==> src/rtl/alu_op_sequencer_if.sv <==
// Command and datapath-strobe bundle between a command source and alu_op_sequencer.
// The sequencer takes the slave side; the control unit / bench takes the master side.
interface alu_op_sequencer_if #(
  parameter int NUM_REGS  = 16,
  parameter int IDX_W     = 4,
  parameter int ALU_SEL_W = 5
);
  logic                 start;
  logic [ALU_SEL_W-1:0] op_sel;
  logic [IDX_W-1:0]     ra;
  logic [IDX_W-1:0]     rb;
  logic [IDX_W-1:0]     rc;
  logic                 imm_mode;
  logic                 wide;
  logic                 busy;
  logic                 done;
  logic                 err;
  logic [NUM_REGS-1:0]  Rout;
  logic [NUM_REGS-1:0]  Rin;
  logic                 Yin;
  logic                 Yout;
  logic                 Cout;
  logic                 Zin;
  logic                 ZLOout;
  logic                 ZHIout;
  logic                 LOin;
  logic                 HIin;
  logic [ALU_SEL_W-1:0] alu_sel;

  modport slave (
    input  start, op_sel, ra, rb, rc, imm_mode, wide,
    output busy, done, err, Rout, Rin, Yin, Yout, Cout, Zin,
           ZLOout, ZHIout, LOin, HIin, alu_sel
  );

  modport master (
    output start, op_sel, ra, rb, rc, imm_mode, wide,
    input  busy, done, err, Rout, Rin, Yin, Yout, Cout, Zin,
           ZLOout, ZHIout, LOin, HIin, alu_sel
  );
endinterface

==> src/rtl/alu_op_sequencer.sv <==
// Steps the CPU datapath through load-Y / execute / write-back for one
// register-register or register-immediate ALU command at a time.
module alu_op_sequencer #(
  parameter int NUM_REGS  = 16,
  parameter int IDX_W     = 4,
  parameter int ALU_SEL_W = 5
) (
  input  logic                clk,
  input  logic                clr,
  alu_op_sequencer_if.slave   bus,
  output logic [2:0]          dbg_state
);

  // Handshake: start is a command valid strobe. It is taken on the rising edge
  // where busy is low (IDLE); busy is the inverse of ready, so a start seen
  // while busy is dropped, never queued. done pulses for one cycle when the
  // command completes, with err alongside it if the command was rejected.

  typedef enum logic [2:0] {
    S_IDLE   = 3'd0,
    S_LOAD_Y = 3'd1,
    S_EXEC   = 3'd2,
    S_WB_LO  = 3'd3,
    S_WB_HI  = 3'd4,
    S_DONE   = 3'd5
  } state_t;

  localparam logic [IDX_W:0]    NREGS_W = (IDX_W+1)'(NUM_REGS);
  localparam logic [NUM_REGS-1:0] ONE   = NUM_REGS'(1);

  state_t               state, state_nx;
  logic [ALU_SEL_W-1:0] op_q;
  logic [IDX_W-1:0]     ra_q, rb_q, rc_q;
  logic                 imm_q, wide_q, err_q;
  logic                 accept, bad_cmd;

  assign accept  = (state == S_IDLE) && bus.start;
  assign bad_cmd = ({1'b0, bus.rb} >= NREGS_W)
                || (!bus.imm_mode && ({1'b0, bus.rc} >= NREGS_W))
                || (!bus.wide     && ({1'b0, bus.ra} >= NREGS_W));
  assign dbg_state = state;

  always_ff @(posedge clk or negedge clr) begin
    if (!clr) begin
      state  <= S_IDLE;
      op_q   <= '0;
      ra_q   <= '0;
      rb_q   <= '0;
      rc_q   <= '0;
      imm_q  <= 1'b0;
      wide_q <= 1'b0;
      err_q  <= 1'b0;
    end else begin
      state <= state_nx;
      if (accept) begin
        op_q   <= bus.op_sel;
        ra_q   <= bus.ra;
        rb_q   <= bus.rb;
        rc_q   <= bus.rc;
        imm_q  <= bus.imm_mode;
        wide_q <= bus.wide;
        err_q  <= bad_cmd;
      end
    end
  end

  always_comb begin
    state_nx = state;
    case (state)
      S_IDLE:   if (bus.start) state_nx = bad_cmd ? S_DONE : S_LOAD_Y;
      S_LOAD_Y: state_nx = S_EXEC;
      S_EXEC:   state_nx = S_WB_LO;
      S_WB_LO:  state_nx = wide_q ? S_WB_HI : S_DONE;
      S_WB_HI:  state_nx = S_DONE;
      S_DONE:   state_nx = S_IDLE;
      default:  state_nx = S_IDLE;
    endcase
  end

  // Outputs depend only on the registered state and latched fields.
  always_comb begin
    bus.busy    = (state != S_IDLE);
    bus.done    = 1'b0;
    bus.err     = 1'b0;
    bus.Rout    = '0;
    bus.Rin     = '0;
    bus.Yin     = 1'b0;
    bus.Yout    = 1'b0;
    bus.Cout    = 1'b0;
    bus.Zin     = 1'b0;
    bus.ZLOout  = 1'b0;
    bus.ZHIout  = 1'b0;
    bus.LOin    = 1'b0;
    bus.HIin    = 1'b0;
    bus.alu_sel = '0;
    case (state)
      S_LOAD_Y: begin
        bus.Rout = ONE << rb_q;
        bus.Yin  = 1'b1;
      end
      S_EXEC: begin
        bus.Yout    = 1'b1;
        bus.Zin     = 1'b1;
        bus.alu_sel = op_q;
        if (imm_q) bus.Cout = 1'b1;
        else       bus.Rout = ONE << rc_q;
      end
      S_WB_LO: begin
        bus.ZLOout  = 1'b1;
        bus.alu_sel = op_q;
        if (wide_q) bus.LOin = 1'b1;
        else        bus.Rin  = ONE << ra_q;
      end
      S_WB_HI: begin
        bus.ZHIout  = 1'b1;
        bus.HIin    = 1'b1;
        bus.alu_sel = op_q;
      end
      S_DONE: begin
        bus.done = 1'b1;
        bus.err  = err_q;
      end
      default: ;
    endcase
  end

endmodule

==> src/flat_wrapper.sv <==
// flat-port wrapper written by rule: the top's interface ports become plain ports
module alu_op_sequencer_flat 
#(
  parameter int NUM_REGS  = 16,
  parameter int IDX_W     = 4,
  parameter int ALU_SEL_W = 5
)
  (clk, clr, dbg_state, bus_start, bus_op_sel, bus_ra, bus_rb, bus_rc, bus_imm_mode, bus_wide, bus_busy, bus_done, bus_err, bus_Rout, bus_Rin, bus_Yin, bus_Yout, bus_Cout, bus_Zin, bus_ZLOout, bus_ZHIout, bus_LOin, bus_HIin, bus_alu_sel);
  alu_op_sequencer_if #(.NUM_REGS(NUM_REGS), .IDX_W(IDX_W), .ALU_SEL_W(ALU_SEL_W)) bus_i ();
  input  logic clk;
  input  logic clr;
  output logic [2:0] dbg_state;
  input wire logic [$bits(bus_i.start)-1:0] bus_start;
  input wire logic [$bits(bus_i.op_sel)-1:0] bus_op_sel;
  input wire logic [$bits(bus_i.ra)-1:0] bus_ra;
  input wire logic [$bits(bus_i.rb)-1:0] bus_rb;
  input wire logic [$bits(bus_i.rc)-1:0] bus_rc;
  input wire logic [$bits(bus_i.imm_mode)-1:0] bus_imm_mode;
  input wire logic [$bits(bus_i.wide)-1:0] bus_wide;
  output wire logic [$bits(bus_i.busy)-1:0] bus_busy;
  output wire logic [$bits(bus_i.done)-1:0] bus_done;
  output wire logic [$bits(bus_i.err)-1:0] bus_err;
  output wire logic [$bits(bus_i.Rout)-1:0] bus_Rout;
  output wire logic [$bits(bus_i.Rin)-1:0] bus_Rin;
  output wire logic [$bits(bus_i.Yin)-1:0] bus_Yin;
  output wire logic [$bits(bus_i.Yout)-1:0] bus_Yout;
  output wire logic [$bits(bus_i.Cout)-1:0] bus_Cout;
  output wire logic [$bits(bus_i.Zin)-1:0] bus_Zin;
  output wire logic [$bits(bus_i.ZLOout)-1:0] bus_ZLOout;
  output wire logic [$bits(bus_i.ZHIout)-1:0] bus_ZHIout;
  output wire logic [$bits(bus_i.LOin)-1:0] bus_LOin;
  output wire logic [$bits(bus_i.HIin)-1:0] bus_HIin;
  output wire logic [$bits(bus_i.alu_sel)-1:0] bus_alu_sel;
  assign bus_i.start = bus_start;
  assign bus_i.op_sel = bus_op_sel;
  assign bus_i.ra = bus_ra;
  assign bus_i.rb = bus_rb;
  assign bus_i.rc = bus_rc;
  assign bus_i.imm_mode = bus_imm_mode;
  assign bus_i.wide = bus_wide;
  assign bus_busy = bus_i.busy;
  assign bus_done = bus_i.done;
  assign bus_err = bus_i.err;
  assign bus_Rout = bus_i.Rout;
  assign bus_Rin = bus_i.Rin;
  assign bus_Yin = bus_i.Yin;
  assign bus_Yout = bus_i.Yout;
  assign bus_Cout = bus_i.Cout;
  assign bus_Zin = bus_i.Zin;
  assign bus_ZLOout = bus_i.ZLOout;
  assign bus_ZHIout = bus_i.ZHIout;
  assign bus_LOin = bus_i.LOin;
  assign bus_HIin = bus_i.HIin;
  assign bus_alu_sel = bus_i.alu_sel;
  alu_op_sequencer #(.NUM_REGS(NUM_REGS), .IDX_W(IDX_W), .ALU_SEL_W(ALU_SEL_W)) u_core (.clk(clk), .clr(clr), .bus(bus_i), .dbg_state(dbg_state));
endmodule
==> config.mk <==
export PLATFORM = sky130hd
export DESIGN_NAME = alu_op_sequencer_flat
export DESIGN_NICKNAME = d
export VERILOG_FILES = /design/src/rtl/alu_op_sequencer_if.sv /design/src/rtl/alu_op_sequencer.sv /design/src/flat_wrapper.sv
export SDC_FILE = /design/constraint.sdc
export NUM_CORES = 1
export LEC_CHECK = 0
export ABC_AREA = 1
export BUFFER_PORTS_ARGS = -buffer_cell sky130_fd_sc_hd__buf_4
export CORE_MARGIN = 3
export CORE_UTILIZATION = 45
export DETAILED_ROUTE_END_ITERATION = 12
export GPL_ROUTABILITY_DRIVEN = 0
export GPL_TIMING_DRIVEN = 0
export PLACE_DENSITY = 0.79
export SETUP_SLACK_MARGIN = 0.3
export SYNTH_ARGS = -nofsm -noshare
export SYNTH_HDL_FRONTEND = slang
export SYNTH_SLANG_ARGS = --single-unit
export TNS_END_PERCENT = 100
==> constraint.sdc <==
create_clock -name clk -period 4.15 [get_ports clk]
set_clock_uncertainty 0.05 [all_clocks]
set_input_delay 0.83 -clock clk [delete_from_list [all_inputs] [get_ports clk]]
set_output_delay 0.83 -clock clk [all_outputs]
set_load 0.01 [all_outputs]
==> key figures <==
Status
  – Status: completed

Timing
  – Tcrit/Tclk final: between 60% and 70%
  – # setup viols final: 0
  – Hold Slack: about 0.33 ns
  – Fin Setup TNS: 0 ns
  – RSZ-0062 raised after global routing: false
  – Final count of hold timing violations: 0
  – Max Freq: around 0.38 GHz
  – Tmin final: roughly 2.6 ns
  – Max-slew violation count: 0

Job
  – Max cap viols: 0

Finish
  – Filler cell count: 269
  – Post-layout nets: 333
  – Ratio of cells with drive above 1 in the final layout: between 20 and 30%
  – Finished Layout Cells: approximately 350
  – P&R area growth vs syn: 44.2%
  – Ant. Diodes: 0
  – Register area: 551 um^2
  – Area of the multi-input gates: around 750 um^2

Power
  – Sw Share: a little under half
  – Net Switching: ~0.00058 W
  – Peak VDD IR: 0.000353 V
  – Total chip power: ~0.0013 W
  – Power Dens Cells: between 600 and 700 mW/mm^2
  – Internal: ~0.00069 W
  – Pleak: between 1 and 1.5 nW
  – Clock group share of total power: around an eighth
  – Sequential share of power: between 30% and 40%
  – Logic pwr share: 52.9%

GRT
  – Most used routing layer: met2
  – Grt met3 use: between 3 and 4%
  – Antenna violations before repair: 0
  – Total Routing Usage GR: 19.6%
  – Residual overflow from global routing: 0
  – Largest net degree at the start of global routing: 23
  – Met2 Use GR: between 30% and 40%
  – M1 GR Usage: between 20 and 25%
  – First-pass GRT wire length: roughly 6400 um
  – Vias in the first global route: between 1500 and 2000

Clocking
  – Worst-skew pair later-pin latency: 0.31 ns
  – H-tree depth: 1
  – Post-CTS sizing: 0
  – Setup repair bufs after CTS: 0
  – Clock buffer depth: 2
  – Num Clock Sinks: 22
  – Num CTS Buffers: 3
  – CTS hold repair buffers: 0
  – TritonCTS clock tree: done
  – Clock Pin Slew Worst Setup and Hold Paths: about 0.13 ns
  – Clock root buffer: clkbuf_4

Setup path
  – CP Cell Sequence: inv_2, nand3_1, nor2_2, nand2_1, nand2_1, buf_4
  – Worst path buffer plus inverter count: 2
  – Most common cell on crit path: nand2_1
  – Max stage delay on crit path: roughly 0.46 ns
  – R2R depth: 6
  – Reg-to-reg setup timing slack: around 2.8 ns
  – CP arrival: approximately 1.7 ns
  – WP depth: 6
  – Worst Path Class, Setup: reg -> out
  – Delay-heaviest family, CP: simple AND/OR/NAND/NOR gates
  – Worst path required time: 3.27 ns
  – Endpoint class of the critical path: output pin
  – Worst Setup Start Kind: flip-flop
  – Critical-path top delay cell: dfrtp_1
  – Worst-path maximum fanout: 8

Synthesis
  – Synth Register Bits: 22
  – Synth Cell Area: roughly 0.0014 mm^2
  – Cells after Synth: about 240
  – Mapped Avg Cell Area: approximately 6.1 um^2
  – Yosys warns: 0
  – Seq/Total Area, Yosys: a little under two fifths
  – Synth unique cells: 16
  – Synthesized Nets: approximately 260

Die
  – Starting density of the core: between 40% and 50%
  – Number of placed I/O pins: between 70 and 80
  – # rows: 19
  – Die Span X: between 60 and 70 um
  – Die Ht: about 63 um
  – Core Region: around 0.0029 mm^2
  – Die area: approximately 0.004 mm^2

Place
  – I/O Buffers: 71
  – Dpl hpwl: approximately 3000 um
  – Dpl cells: about 350

Detailed routing
  – # DRC: 0
  – Avg Vias per Cell: 4.53
  – Drt first pass iters: 4
  – Drt total wl: 3680 um
  – Vias: approximately 1600
  – Wire length per cell: roughly 10 um
  – Drt first-iter violations: 95
  – Number of routed nets with antenna violations: 0

Hold path
  – Worst Hold Class: in -> async
==> flip-flops by register name, summed over array words and instances (netlist names) <==
register and flops:
u_core.op_q 5, u_core.ra_q 4, u_core.rb_q 4, u_core.rc_q 4, u_core.dbg_state 3, u_core.imm_q 1, u_core.wide_q 1
==> per-layer routing <==
metal | vias up | wire length (um) | part of all wire [%]
li1 | 855 | - | -
met5 | - | 0 | 0
met1 | 683 | 1630 | 44
met4 | 0 | 48 | 1.3
met2 | 50 | 1750 | 48
met3 | 6 | 253 | 6.9
==> worst register-to-register path, cell delays in order (launching register included) <==
cell	delay, ns
dfrtp_1	0.49
nor2_2	0.19
nand3_2	0.10
buf_4	0.19
buf_6	0.15
nand2_1	0.07
nand2_1	0.05
==> cell usage after synthesis <==
cell type | n | area [um^2]
nand2_1 | 120 | 450
nor2_1 | 25 | 93.8
inv_1 | 24 | 90.1
dfrtp_1 | 22 | 551
nor3_1 | 13 | 65.1
nand3_1 | 10 | 50.1
buf_4 | 5 | 37.5
nor2_2 | 5 | 31.3
nand3_2 | 3 | 30.0
inv_2 | 2 | 7.51
a21oi_1 | 1 | 5.00
buf_6 | 1 | 11.3
conb_1 | 1 | 3.75
nand3b_1 | 1 | 7.51
o21ai_0 | 1 | 5.00
or2_2 | 1 | 6.26
==> path summary, 6_finish.rpt <==
kind / startpoint / to
max: u_core.dbg_state[2]$_DFFE_PN0P_ / bus_Rout[11]
min: clr / u_core.op_q[1]$_DFFE_PN0P_
max reg2reg: u_core.dbg_state[1]$_DFFE_PN0P_ / u_core.ra_q[3]$_DFFE_PN0P_
min reg2reg: u_core.op_q[3]$_DFFE_PN0P_ / u_core.op_q[3]$_DFFE_PN0P_
max in group asynchronous: clr / u_core.rb_q[0]$_DFFE_PN0P_
min in group clk: u_core.op_q[3]$_DFFE_PN0P_ / u_core.op_q[3]$_DFFE_PN0P_
==> stage by stage <==
step | setup slack [ns] | util (%) | instance area [um^2]
after floorplan | 2.13 | - | 1450
after global placement | 1.92 | 70.0 | 2030
after detailed placement | 1.92 | 70.0 | 2030
after CTS | 1.55 | 71.8 | 2080
after global routing | 1.37 | 71.8 | 2080
final | 1.55 | 71.8 | 2080
==> logic make-up after synthesis <==
| family | after synthesis | share of synthesized area [%] |
|---|---|---|
| AOI/OAI and AO/OA | 2 | 0.692 |
| DFF | 22 | 38.1 |
| buffers and inverters | 32 | 10.1 |
| and+or+nand+nor | 178 | 50.8 |
| other | 1 | 0.259 |
==> final cells by class <==
cell class / count / share of cell area, %
clock inverters: 1 / 1.44
flip-flops and latches: 22 / 26.4
plain buffers: 6 / 2.34
clock buffers: 3 / 1.08
repair buffers: 71 / 25.6
inverters: 26 / 4.68
multi-input cells: 181 / 35.9
well taps: 42 / 2.52
==> cells in the final DEF, fill, tap and decap left out, types with 2 or more instances in the layout <==
cell	netlist	routed
buf_4	5	76
nor2_2	5	5
nand2_1	120	120
inv_1	24	24
dfrtp_1	22	22
nor3_1	13	13
nor2_1	25	25
nand3_1	10	10
clkbuf_4	0	3
nand3_2	3	3
inv_2	2	2
==> power by group through the flow <==
| stage | Sequential (W) | Combinational [W] | Clock (W) |
|---|---|---|---|
| floorplan | 0.000418 | 0.000433 | 0 |
| global route | 0.000457 | 0.000767 | 0.000179 |
| finish | 0.000435 | 0.000672 | 0.000163 |
| detailed placement | 0.000437 | 0.000681 | 0 |
| CTS | 0.000434 | 0.000682 | 0.000166 |
| global placement | 0.000435 | 0.000670 | 0 |
Power figures use the tool's default switching activity.
